$ cat src/rtl/tft_capture_writer.sv
// Captures a fixed window of an RGB565 TFT pixel stream into a frame buffer.
// Single clock domain; video inputs are registered once before any edge detection.
module tft_capture_writer #(
  parameter int IMG_WIDTH      = 169,
  parameter int IMG_HEIGHT     = 267,
  parameter int CAP_HBEGIN     = 315,
  parameter int CAP_VBEGIN     = 106,
  parameter int RAM_ADDR_WIDTH = 16
) (
  input  logic                      clk_ctrl,
  input  logic                      reset_n,
  input  logic                      vid_hs,
  input  logic                      vid_vs,
  input  logic                      vid_de,
  input  logic [15:0]               vid_rgb,
  input  logic                      cap_start,
  input  logic                      cap_continuous,
  output logic                      ram_wea,
  output logic [RAM_ADDR_WIDTH-1:0] ram_addra,
  output logic [15:0]               ram_dina,
  output logic                      cap_busy,
  output logic                      cap_done,
  output logic                      frame_err
);
  // state   | meaning
  // IDLE    | disarmed, waiting for cap_start
  // WAIT_VS | armed, waiting for the next frame start
  // CAPTURE | writing window pixels in raster order
  // DONE    | window complete, one-cycle cap_done
  typedef enum logic [1:0] {
    IDLE    = 2'd0,
    WAIT_VS = 2'd1,
    CAPTURE = 2'd2,
    DONE    = 2'd3
  } state_t;

  localparam logic [11:0] H_LO = 12'(CAP_HBEGIN);
  localparam logic [11:0] H_HI = 12'(CAP_HBEGIN + IMG_WIDTH);
  localparam logic [11:0] V_LO = 12'(CAP_VBEGIN);
  localparam logic [11:0] V_HI = 12'(CAP_VBEGIN + IMG_HEIGHT);
  localparam logic [RAM_ADDR_WIDTH-1:0] LAST_ADDR = RAM_ADDR_WIDTH'(IMG_WIDTH * IMG_HEIGHT - 1);
  localparam logic [RAM_ADDR_WIDTH-1:0] ADDR_ONE  = RAM_ADDR_WIDTH'(1);

  state_t                      state, state_nxt;
  logic                        vs_s1, de_s1, vs_d, de_d;
  logic [15:0]                 rgb_s1;
  logic [11:0]                 hcnt, vcnt;
  logic [RAM_ADDR_WIDTH-1:0]   wr_addr;
  logic                        frame_start, line_end, in_window, pix_wr, last_wr, addr_clr;
  logic                        unused_hs;

  // Line sync carries no information beyond vid_de here.
  assign unused_hs = vid_hs;

  always_ff @(posedge clk_ctrl or negedge reset_n) begin
    if (!reset_n) begin
      vs_s1  <= 1'b0;
      de_s1  <= 1'b0;
      rgb_s1 <= '0;
      vs_d   <= 1'b0;
      de_d   <= 1'b0;
    end else begin
      vs_s1  <= vid_vs;
      de_s1  <= vid_de;
      rgb_s1 <= vid_rgb;
      vs_d   <= vs_s1;
      de_d   <= de_s1;
    end
  end

  assign frame_start = vs_d & ~vs_s1;
  assign line_end    = de_d & ~de_s1;

  // hcnt is the index of the pixel currently in stage 1 whenever de_s1 is high.
  always_ff @(posedge clk_ctrl or negedge reset_n) begin
    if (!reset_n) begin
      hcnt <= '0;
      vcnt <= '0;
    end else if (frame_start) begin
      hcnt <= '0;
      vcnt <= '0;
    end else if (line_end) begin
      hcnt <= '0;
      vcnt <= vcnt + 12'd1;
    end else if (de_s1) begin
      hcnt <= hcnt + 12'd1;
    end
  end

  assign in_window = (hcnt >= H_LO) && (hcnt < H_HI) && (vcnt >= V_LO) && (vcnt < V_HI);
  assign pix_wr    = (state == CAPTURE) && de_s1 && in_window && !frame_start;
  assign last_wr   = pix_wr && (wr_addr == LAST_ADDR);

  always_ff @(posedge clk_ctrl or negedge reset_n) begin
    if (!reset_n) state <= IDLE;
    else          state <= state_nxt;
  end

  always_comb begin
    state_nxt = state;
    case (state)
      IDLE:    if (cap_start)   state_nxt = WAIT_VS;
      WAIT_VS: if (frame_start) state_nxt = CAPTURE;
      CAPTURE: if (last_wr)     state_nxt = DONE;
      DONE:    state_nxt = cap_continuous ? WAIT_VS : IDLE;
      default: state_nxt = IDLE;
    endcase
  end

  always_comb begin
    cap_busy  = (state != IDLE);
    cap_done  = (state == DONE);
    frame_err = (state == CAPTURE) && frame_start;
    addr_clr  = frame_start && ((state == WAIT_VS) || (state == CAPTURE));
  end

  // Write port is a registered stage; ram_dina/ram_addra hold between writes.
  always_ff @(posedge clk_ctrl or negedge reset_n) begin
    if (!reset_n) begin
      ram_wea   <= 1'b0;
      ram_addra <= '0;
      ram_dina  <= '0;
      wr_addr   <= '0;
    end else begin
      ram_wea <= pix_wr;
      if (pix_wr) begin
        ram_addra <= wr_addr;
        ram_dina  <= rgb_s1;
        wr_addr   <= wr_addr + ADDR_ONE;
      end else if (addr_clr) begin
        wr_addr <= '0;
      end
    end
  end
endmodule

$ cat config.mk
export PLATFORM = sky130hd
export DESIGN_NAME = tft_capture_writer
export DESIGN_NICKNAME = d
export VERILOG_FILES = /design/src/rtl/tft_capture_writer.sv
export SDC_FILE = /design/constraint.sdc
export NUM_CORES = 1
export LEC_CHECK = 0
export ABC_AREA = 1
export ABC_CLOCK_PERIOD_IN_PS = 5400
export BUFFER_PORTS_ARGS = -buffer_cell sky130_fd_sc_hd__clkbuf_2
export CORE_MARGIN = 2
export CORE_UTILIZATION = 40
export DETAILED_ROUTE_END_ITERATION = 8
export PLACE_DENSITY = 0.63
export SLEW_MARGIN = 20
export SYNTH_ARGS = -nofsm -noshare
export SYNTH_HDL_FRONTEND = slang
export SYNTH_SLANG_ARGS = --single-unit
$ cat constraint.sdc
create_clock -name clk_ctrl -period 5.4 [get_ports clk_ctrl]
set_clock_uncertainty 0.2 [all_clocks]
set_input_delay 0.27 -clock clk_ctrl [delete_from_list [all_inputs] [get_ports clk_ctrl]]
set_output_delay 0.27 -clock clk_ctrl [all_outputs]
set_load 0.03 [all_outputs]
==> flow_metrics.env, run 1 <==
export IMPL_clkTransAtPathRegs_ns=0.09
export IMPL_cellLeakagePower_nw=2.60
export IMPL_gp_congestion=0.821
export IMPL_cts_setup_buffers=0
export IMPL_reg2reg_to="ram_addra[0]"
export IMPL_clockBufferDepth=2
export IMPL_vias=3431
export IMPL_hold_end="state[0]"
export IMPL_core_rowCount=38
export IMPL_syn_area_mm2=0.00439
export IMPL_track_usage=0.152
export IMPL_maxSlewHeadroom=0.447
export IMPL_dieArea_mm2=0.0118
export IMPL_initial_core_util=0.406
export IMPL_r2r_start="state[0]"
export IMPL_worstRegToRegCells=14
export IMPL_critPathLaunchType="register"
export IMPL_routedWlPerCell_um=12.0
export IMPL_grt_busiest_layer="met2"
export IMPL_seqCellArea_mm2=0.00238
export IMPL_r2r_slack_ns=2.65
export IMPL_antenna_cells=0
export IMPL_grt_max_degree=67
export IMPL_total_power_mw=1.51
export IMPL_fp_dieW_um=109
export IMPL_clk_latency_ns=0.36
export IMPL_synth_avg_cell_area_um2=8.88
export IMPL_port_buffers=57
export IMPL_hold_path_startpoint="cap_continuous"
export IMPL_cts_sinks=95
export IMPL_tns_ns=0
export IMPL_yosysWarnings=0
export IMPL_gr_total_overflow=0
export IMPL_clockRootBuffer="clkbuf_8"
export IMPL_grt_pass1_wl_mm=14.4
export IMPL_drive_gt1_frac=0.161
export IMPL_yosysSeqAreaShare=0.542
export IMPL_cts_made_buffers=9
export IMPL_core_area_mm2=0.0108
export IMPL_status="finished, final reports clean"
export IMPL_cts_tree="yes"
export IMPL_met1_usage=0.190
export IMPL_drcViolationCount=0
export IMPL_p_per_area_mw_per_mm2=291
export IMPL_rsz0062_at_grt="false"
export IMPL_crit_type="register to register"
export IMPL_gr_usage_met2=0.264
export IMPL_grt_pass1_vias=3238
export IMPL_finalHoldViolCount=0
export IMPL_end_kind="register"
export IMPL_io_pins=59
export IMPL_detail_route_antenna_nets=0
export IMPL_finalNetCount=605
export IMPL_max_cap_violations=0
export IMPL_min_period_ns=2.75
export IMPL_viasPerCell=4.79
export IMPL_min_path_type="input pin to register"
export IMPL_ir_worst_vdd_mv=0.120
export IMPL_grt_antenna_before_repair=0
export IMPL_cp_data_required_time_ns=5.46
export IMPL_worstPathMaxFanout=66
export IMPL_area_delta_synth_final_pct=18.5
export IMPL_synth_seq_cells=95
export IMPL_syn_num_nets=528
export IMPL_drv_slew=0
export IMPL_synthCells=494
export IMPL_fmax_ghz=0.364
export IMPL_finalSetupViolCount=0
export IMPL_grt_use_met3=0.0329
export IMPL_place_hpwl_mm=5.87
export IMPL_worstMarginPinSlew_ns=0.829
export IMPL_ys_types=37
export IMPL_multi_input_area_mm2=0.00164
export IMPL_crit_arrival_ns=2.80
export IMPL_wl_mm=8.60
export IMPL_hold_depth=5
export IMPL_htreeDepth=3
export IMPL_finalCritPeriodShare=0.509
export IMPL_die_h_um=109
export IMPL_first_iter_violations=191
export IMPL_drt_pass1_iterations=4
export IMPL_fillers=1062
[through the flow]
step	setup slack (ns)	util	hold slack [ns]	cells	area, um2
4_1_cts	2.62	0.482	0.0669	716	5200
5_1_grt	2.33	0.482	0.114	716	5200
2_1_floorplan	3.46	-	-0.226	494	4390
3_5_place_dp	2.63	0.441	0.0175	681	4760
3_3_place_gp	2.65	0.441	0.0140	681	4760
6_report	2.65	0.482	0.0822	716	5200
[metal layers]
layer  vias to the layer above  wire, um
li1                       1745         -
met1                      1624      4040
met2                        56      4240
met3                         6       258
met4                         0        61
met5                         -         0
[state kept, by name, summed over array words and instances, names as in the netlist]
register and cells:
wr_addr 16, ram_dina 16, rgb_s1 16, de_s1 1, vs_d 1, de_d 1
ram_wea 1, state 2, ram_addra 16, hcnt 12, vs_s1 1, vcnt 12
[layout make-up]
class,count,area share
flip-flops and latches,95,0.457
multi-input cells,315,0.315
repair buffers,78,0.0948
inverters,72,0.0520
well taps,140,0.0337
clock buffers,11,0.0272
clock inverters,5,0.0200
[cell usage after synthesis (all sizes together)]
master  instances  area (um2)
a21oi          39         203
dfrtp          95        2380
nor4            2        12.5
buf            10        93.8
nand4           7        43.8
o21a           10        75.1
o211a           1        10.0
nor3b           1        7.51
ha             11         138
xor2            4        35.0
or2             1        6.26
clkbuf          2        7.51
o21ai          22         110
and2            1        6.26
inv            71         267
clkinv          1        3.75
o211ai          2        15.0
nand3          44         230
nor2           61         241
a211oi          1        7.51
o221a           1        11.3
and3            1        6.26
nor3           15        91.3
o31ai           2        42.5
nand3b          1        7.51
nand2          88         338
[report_power, final]
part           internal (mW)  switching (mW)
clock network          0.322           0.248
logic                 0.0632           0.119
registers              0.737          0.0240
total                   1.12           0.391
[timing repair]
item | CTS | global route
hold buffers | 19 | 0
resized for setup | 0 | 0
hold endpoints to repair | 47 | 0
[critical path: stages, from the launching register on]
cell and delay [ns]:
dfrtp_1 0.43, inv_1 0.14, ha_1 0.18, inv_1 0.07, nor2_1 0.09, nand2_1 0.06
nor2_1 0.09, nand2_1 0.07, nor2_2 0.14, nand2_2 0.05, buf_4 0.33, inv_2 0.46
nand2_1 0.16, o21ai_1 0.12, inv_1 0.05
[placed cells by master, fill, tap and decap left out, types with 2 or more instances in the layout]
master | Yosys | final
clkbuf_8 | 0 | 10
dfrtp_1 | 95 | 95
a21oi_1 | 37 | 37
inv_2 | 3 | 3
a21oi_2 | 2 | 2
dlygate4sd3_1 | 0 | 19
nor2_1 | 58 | 58
ha_1 | 11 | 11
nand4_1 | 7 | 7
nand3_2 | 2 | 2
inv_1 | 68 | 68
o31ai_4 | 2 | 2
nand2_1 | 85 | 85
o21a_1 | 10 | 10
buf_4 | 3 | 3
nor2_2 | 2 | 2
xor2_1 | 4 | 4
nand3_1 | 42 | 42
nor4_1 | 2 | 2
o21ai_0 | 14 | 14
bufinv_16 | 0 | 3
clkbuf_2 | 0 | 56
nand2_2 | 3 | 3
o21ai_1 | 8 | 8
o211ai_1 | 2 | 2
nor3_1 | 13 | 13
[worst max-delay path by stage]
stage / cells after the start / from / end / slack, ns
floorplan: 13 / state[0] / ram_addra[2] / 3.46
global placement: 14 / state[0] / ram_addra[0] / 2.65
detailed placement: 14 / state[0] / ram_addra[0] / 2.63
CTS: 14 / state[0] / ram_addra[0] / 2.62
global route: 14 / state[0] / ram_addra[0] / 2.33
finish: 14 / state[0] / ram_addra[0] / 2.65
[cells by family (layout without fill, tap and decap cells)]
family          Yosys count  after routing  share of synthesized area
compound gates           78             78                      0.108
xor+xnor                  4              4                    0.00799
fa+ha+maj                11             11                     0.0314
buf+inv                  84            166                     0.0847
flops                    95             95                      0.542
simple gates            222            222                      0.226
Power figures use the tool's default switching activity.
==> run 2, diff against run 1 <==
Settings changed: ABC_AREA 1 to 0, ABC_CLOCK_PERIOD_IN_PS 5400 to 2350, PLACE_DENSITY 0.63 to 0.65.
Clock period 5.4 ns to 2.35 ns, I/O delays scaled along.
==> flow_metrics.env, run 2 <==
export IMPL_ys_top_cells_by_count="nand2_1 (120), dfrtp_1 (95), nor2_1 (32)"
export IMPL_gr_total_overflow=0
export IMPL_end_kind="register"
export IMPL_ys_types=50
export IMPL_finalSetupViolCount=0
export IMPL_cp_data_required_time_ns=2.46
export IMPL_syn_num_nets=455
export IMPL_core_area_mm2=0.0102
export IMPL_final_util=0.537
export IMPL_netlist_top_cells_area="dfrtp_1 (57%), nand2_1 (11%), ha_1 (3.3%)"
export IMPL_worstPathMaxFanout=6
export IMPL_finalHoldViolCount=0
export IMPL_holdWs_ns=0.154
export IMPL_p_per_area_mw_per_mm2=642
export IMPL_viasPerCell=4.88
export IMPL_synth_avg_cell_area_um2=9.96
export IMPL_mostFrequentLayoutCell="nand2_1"
export IMPL_status="finished, final reports clean"
export IMPL_synthDominantCellAreaShare=0.567
export IMPL_io_pins=59
export IMPL_yosys_most_used_dff="dfrtp_1"
export IMPL_worst_slack_ns=0.0732
export IMPL_vias=3326
export IMPL_drcViolationCount=0
export IMPL_tns_ns=0
export IMPL_synthMostInstantiatedCell="nand2_1"
export IMPL_final_cell_mix="nand2_1 (120), dfrtp_1 (94), clkbuf_2 (56), buf_4 (43), nor2_1 (32)"
export IMPL_drive_gt1_frac=0.273
export IMPL_synth_seq_cells=95
export IMPL_yosysWarnings=0
export IMPL_pre_cts_ws_ns=-0.195
export IMPL_grt_pass1_wl_mm=15.2
export IMPL_detail_route_antenna_nets=0
export IMPL_min_path_type="input pin to asynchronous set/reset pin"
export IMPL_yosys_area_top_type="dfrtp_1"
export IMPL_clockBufferDepth=2
export IMPL_initial_core_util=0.410
export IMPL_cellLeakagePower_nw=2.80
export IMPL_synth_edff_count=0
export IMPL_rsz0062_at_grt="true"
export IMPL_finalCritPeriodShare=0.969
export IMPL_finalNetCount=574
export IMPL_cts_sinks=95
export IMPL_min_period_ns=2.28
export IMPL_final_area_mm2=0.00550
export IMPL_gp_congestion=0.840
export IMPL_htreeDepth=3
export IMPL_r2r_slack_ns=0.07
export IMPL_fp_dieW_um=106
export IMPL_clockRootBuffer="clkbuf_8"
export IMPL_dieArea_mm2=0.0113
export IMPL_grt_max_degree=96
export IMPL_syn_area_mm2=0.00419
export IMPL_maxSlewHeadroom=0.674
export IMPL_crit_type="register to register"
export IMPL_grt_pass1_vias=3270
export IMPL_crit_arrival_ns=2.38
export IMPL_fmax_ghz=0.439
export IMPL_clk_latency_ns=0.38
export IMPL_ir_worst_vdd_mv=0.355
export IMPL_cts_tree="yes"
export IMPL_first_iter_violations=181
export IMPL_clkTransAtPathRegs_ns=0.10
export IMPL_routedWlPerCell_um=13.3
export IMPL_wl_mm=9.03
export IMPL_drt_pass1_iterations=4
export IMPL_cts_made_buffers=9
export IMPL_port_buffers=57
export IMPL_worstMarginPinSlew_ns=0.489
export IMPL_synthCells=421
export IMPL_dpl_instance_area_mm2=0.00490
export IMPL_area_delta_synth_final_pct=31.2
export IMPL_async_flop_share=1.00
export IMPL_max_cap_violations=0
export IMPL_yosysSeqAreaShare=0.567
export IMPL_place_hpwl_mm=5.98
export IMPL_die_h_um=106
export IMPL_grt_antenna_before_repair=0
export IMPL_antenna_cells=0
export IMPL_core_rowCount=37
export IMPL_track_usage=0.171
export IMPL_drv_slew=0
export IMPL_critPathLaunchType="register"
-- run 2: cell types whose count changed after synthesis, moves of 9 or more --
cell	previous run	this run
o21a_1	10	0
and3_1	1	10
nand2_1	85	120
nor2_1	58	32
xor2_1	4	15
nand3_1	42	13
inv_1	68	8
a21oi_1	37	12
-- run 2: layout make-up --
cell class | count | area (um2)
Timing Repair Buffer | 124 | 881
Clock buffer | 10 | 138
Clock inverter | 6 | 73.8
Multi-Input combinational cell | 302 | 1830
Sequential cell | 95 | 2380
Inverter | 8 | 30.0
Fill cell | 914 | 4730
Tap cell | 136 | 170
-- run 2: power by group --
part	total [mW]	internal, mW	leakage, nW	switching (mW)
sequential	1.72	1.68	1.27	0.0370
clock	1.16	0.536	0.101	0.622
combinational	0.648	0.307	1.43	0.341
total	3.53	2.53	2.80	1.00
-- run 2: logic make-up after synthesis --
kind of cell	share of synthesized area
AOI/OAI and AO/OA	0.0651
xor gates and xnor gates	0.0397
adders and majority gates	0.0328
buffers and inverters	0.0263
DFF	0.567
muxes	0.0122
and+or+nand+nor	0.257
-- run 2: metrics by stage --
step	total power, mW	std cells
detailed placement	2.29	638
global route	3.69	681
floorplan	2.03	421
finish	3.53	681
global placement	2.28	638
CTS	3.50	675
-- run 2: path summary, 6_finish.rpt --
| check | startpoint | endpoint | cells after the start |
|---|---|---|---|
| min in group clk_ctrl | vid_rgb[3] | rgb_s1[3] | 2 |
| max in group asynchronous | reset_n | vcnt[1] | 3 |
| setup / recovery | state[0] | wr_addr[11] | 7 |
| hold / removal | reset_n | ram_addra[14] | 3 |
| setup reg to reg | state[0] | wr_addr[11] | 7 |
| hold reg to reg | rgb_s1[9] | ram_dina[9] | 2 |
-- run 2: per-layer routing --
layer	global-route usage	routed length (um)	vias up
met1	0.221	4230	1622
li1	-	-	1642
met3	0.0313	250	13
met4	0.0799	173	0
met5	0	0	-
met2	0.277	4370	49
-- run 2: worst max-delay path: stages (launching register included) --
cell,delay [ns]
dfrtp_1,0.40
inv_2,0.09
ha_4,0.14
nor4bb_4,0.21
nand4b_1,0.15
or3_4,0.44
or4b_1,0.51
nand2_1,0.08
-- run 2: what timing repair did --
action / 4_1_cts / 5_1_grt
pin swaps: 3 / 16
hold buffers: 20 / 0
setup endpoints to repair: 48 / 44
setup buffers: 0 / 7
resized for setup: 6 / 23
cloned: 1 / 0
hold endpoints to repair: 114 / 0
==> run 3, diff against run 2 <==
Settings changed: CELL_PAD_IN_SITES_DETAIL_PLACEMENT from default to 1, CELL_PAD_IN_SITES_GLOBAL_PLACEMENT from default to 1, PLACE_DENSITY 0.65 to 0.8.
==> flow_metrics.env, run 3 (synthesized netlist as in run 2, its figures left out) <==
export IMPL_worstPathMaxFanout=6
export IMPL_status="finished with violations"
export IMPL_cts_made_buffers=9
export IMPL_finalCritPeriodShare=1.04
export IMPL_fmax_ghz=0.410
export IMPL_critPathLaunchType="register"
export IMPL_htreeDepth=3
export IMPL_die_h_um=106
export IMPL_crit_type="register to register"
export IMPL_area_delta_synth_final_pct=33.3
export IMPL_grt_pass1_wl_mm=17.7
export IMPL_cellLeakagePower_nw=2.86
export IMPL_crit_arrival_ns=2.53
export IMPL_p_per_area_mw_per_mm2=639
export IMPL_drv_slew=0
export IMPL_drive_gt1_frac=0.278
export IMPL_finalNetCount=579
export IMPL_clockBufferDepth=2
export IMPL_worstMarginPinSlew_ns=0.513
export IMPL_gr_total_overflow=0
export IMPL_grt_max_degree=53
export IMPL_finalHoldViolCount=0
export IMPL_core_rowCount=37
export IMPL_cts_tree="yes"
export IMPL_final_util=0.546
export IMPL_end_kind="register"
export IMPL_min_period_ns=2.44
export IMPL_finalSetupViolCount=17
export IMPL_holdWs_ns=0.00130
export IMPL_clkTransAtPathRegs_ns=0.09
export IMPL_failed_checks="setup timing"
export IMPL_worst_slack_ns=-0.0899
export IMPL_io_pins=59
export IMPL_max_cap_violations=0
export IMPL_grt_antenna_before_repair=0
export IMPL_fin_cells=686
export IMPL_final_cell_mix="nand2_1 (120), dfrtp_1 (94), clkbuf_2 (56), buf_4 (45), nor2_1 (32)"
export IMPL_place_hpwl_mm=7.14
export IMPL_grt_pass1_vias=3716
export IMPL_core_area_mm2=0.0102
export IMPL_wl_mm=11.5
export IMPL_fp_dieW_um=106
export IMPL_track_usage=0.198
export IMPL_vias=3532
export IMPL_detail_route_antenna_nets=0
export IMPL_drt_pass1_iterations=5
export IMPL_initial_core_util=0.410
export IMPL_ir_worst_vdd_mv=0.541
export IMPL_mostFrequentLayoutCell="nand2_1"
export IMPL_tns_ns=-0.515
export IMPL_dp_cells=637
export IMPL_gp_congestion=0.778
export IMPL_dieArea_mm2=0.0113
export IMPL_routedWlPerCell_um=16.7
export IMPL_cts_sinks=95
export IMPL_min_path_type="input pin to register"
export IMPL_rsz0062_at_grt="true"
export IMPL_drcViolationCount=0
export IMPL_antenna_cells=0
export IMPL_first_iter_violations=128
export IMPL_maxSlewHeadroom=0.658
export IMPL_viasPerCell=5.15
export IMPL_clockRootBuffer="clkbuf_8"
export IMPL_port_buffers=57
export IMPL_clk_latency_ns=0.37
export IMPL_cp_data_required_time_ns=2.44
export IMPL_pre_cts_ws_ns=-0.174
## run 3: area by class of cell
class | count | area [um2]
repair buffers | 129 | 957
multi-input cells | 302 | 1850
clock buffers | 10 | 128
flip-flops and latches | 95 | 2380
inverters | 8 | 32.5
fillers | 1162 | 4650
clock inverters | 6 | 71.3
well taps | 136 | 170
## run 3: worst max-delay path: stages (launching register included)
cell and delay, ns:
dfrtp_1 0.41, inv_2 0.09, ha_4 0.14, nor4_4 0.05, nor3_2 0.22, nor4b_2 0.08
buf_4 0.14, or3_4 0.42, or4b_1 0.52, o21ai_1 0.10
## run 3: metrics by stage
stage	instance area [um2]	power, mW
final	5590	3.57
after global routing	5590	3.74
after CTS	5320	3.46
after detailed placement	4880	2.31
after global placement	4880	2.27
after floorplan	4190	2.03
## run 3: path summary, 6_finish.rpt
check                          startpoint           end  slack [ns]  depth (start not counted)
min in group asynchronous         reset_n  ram_addra[8]        0.06                          2
max in group asynchronous         reset_n      hcnt[11]        1.24                          3
setup / recovery                  vcnt[0]    wr_addr[5]       -0.09                          9
hold reg to reg                     vs_s1          vs_d        0.25                          0
setup reg to reg                  vcnt[0]    wr_addr[5]       -0.09                          9
hold / removal             cap_continuous      state[0]       0.001                          4
## run 3: repair_timing
action / 4_1_cts / 5_1_grt
hold buffers: 19 / 0
resized for setup: 11 / 31
buffers inserted: 1 / 12
hold endpoints to repair: 113 / 0
pin swaps: 5 / 16
gates cloned: 0 / 1
setup endpoints to repair: 35 / 40
## run 3: report_power, final
part	internal, mW	total (mW)	leakage (nW)	switching (mW)
combinational	0.344	0.740	1.49	0.396
sequential	1.68	1.72	1.27	0.0394
clock	0.498	1.10	0.0927	0.607
## run 3: per-layer routing
metal  up-vias  part of all wire  GRT usage
li1       1661                 -          -
met1      1754              0.43      0.245
met5         -                 0          0
met4         0             0.028     0.0667
met2        87              0.51      0.347
met3        30             0.032     0.0392
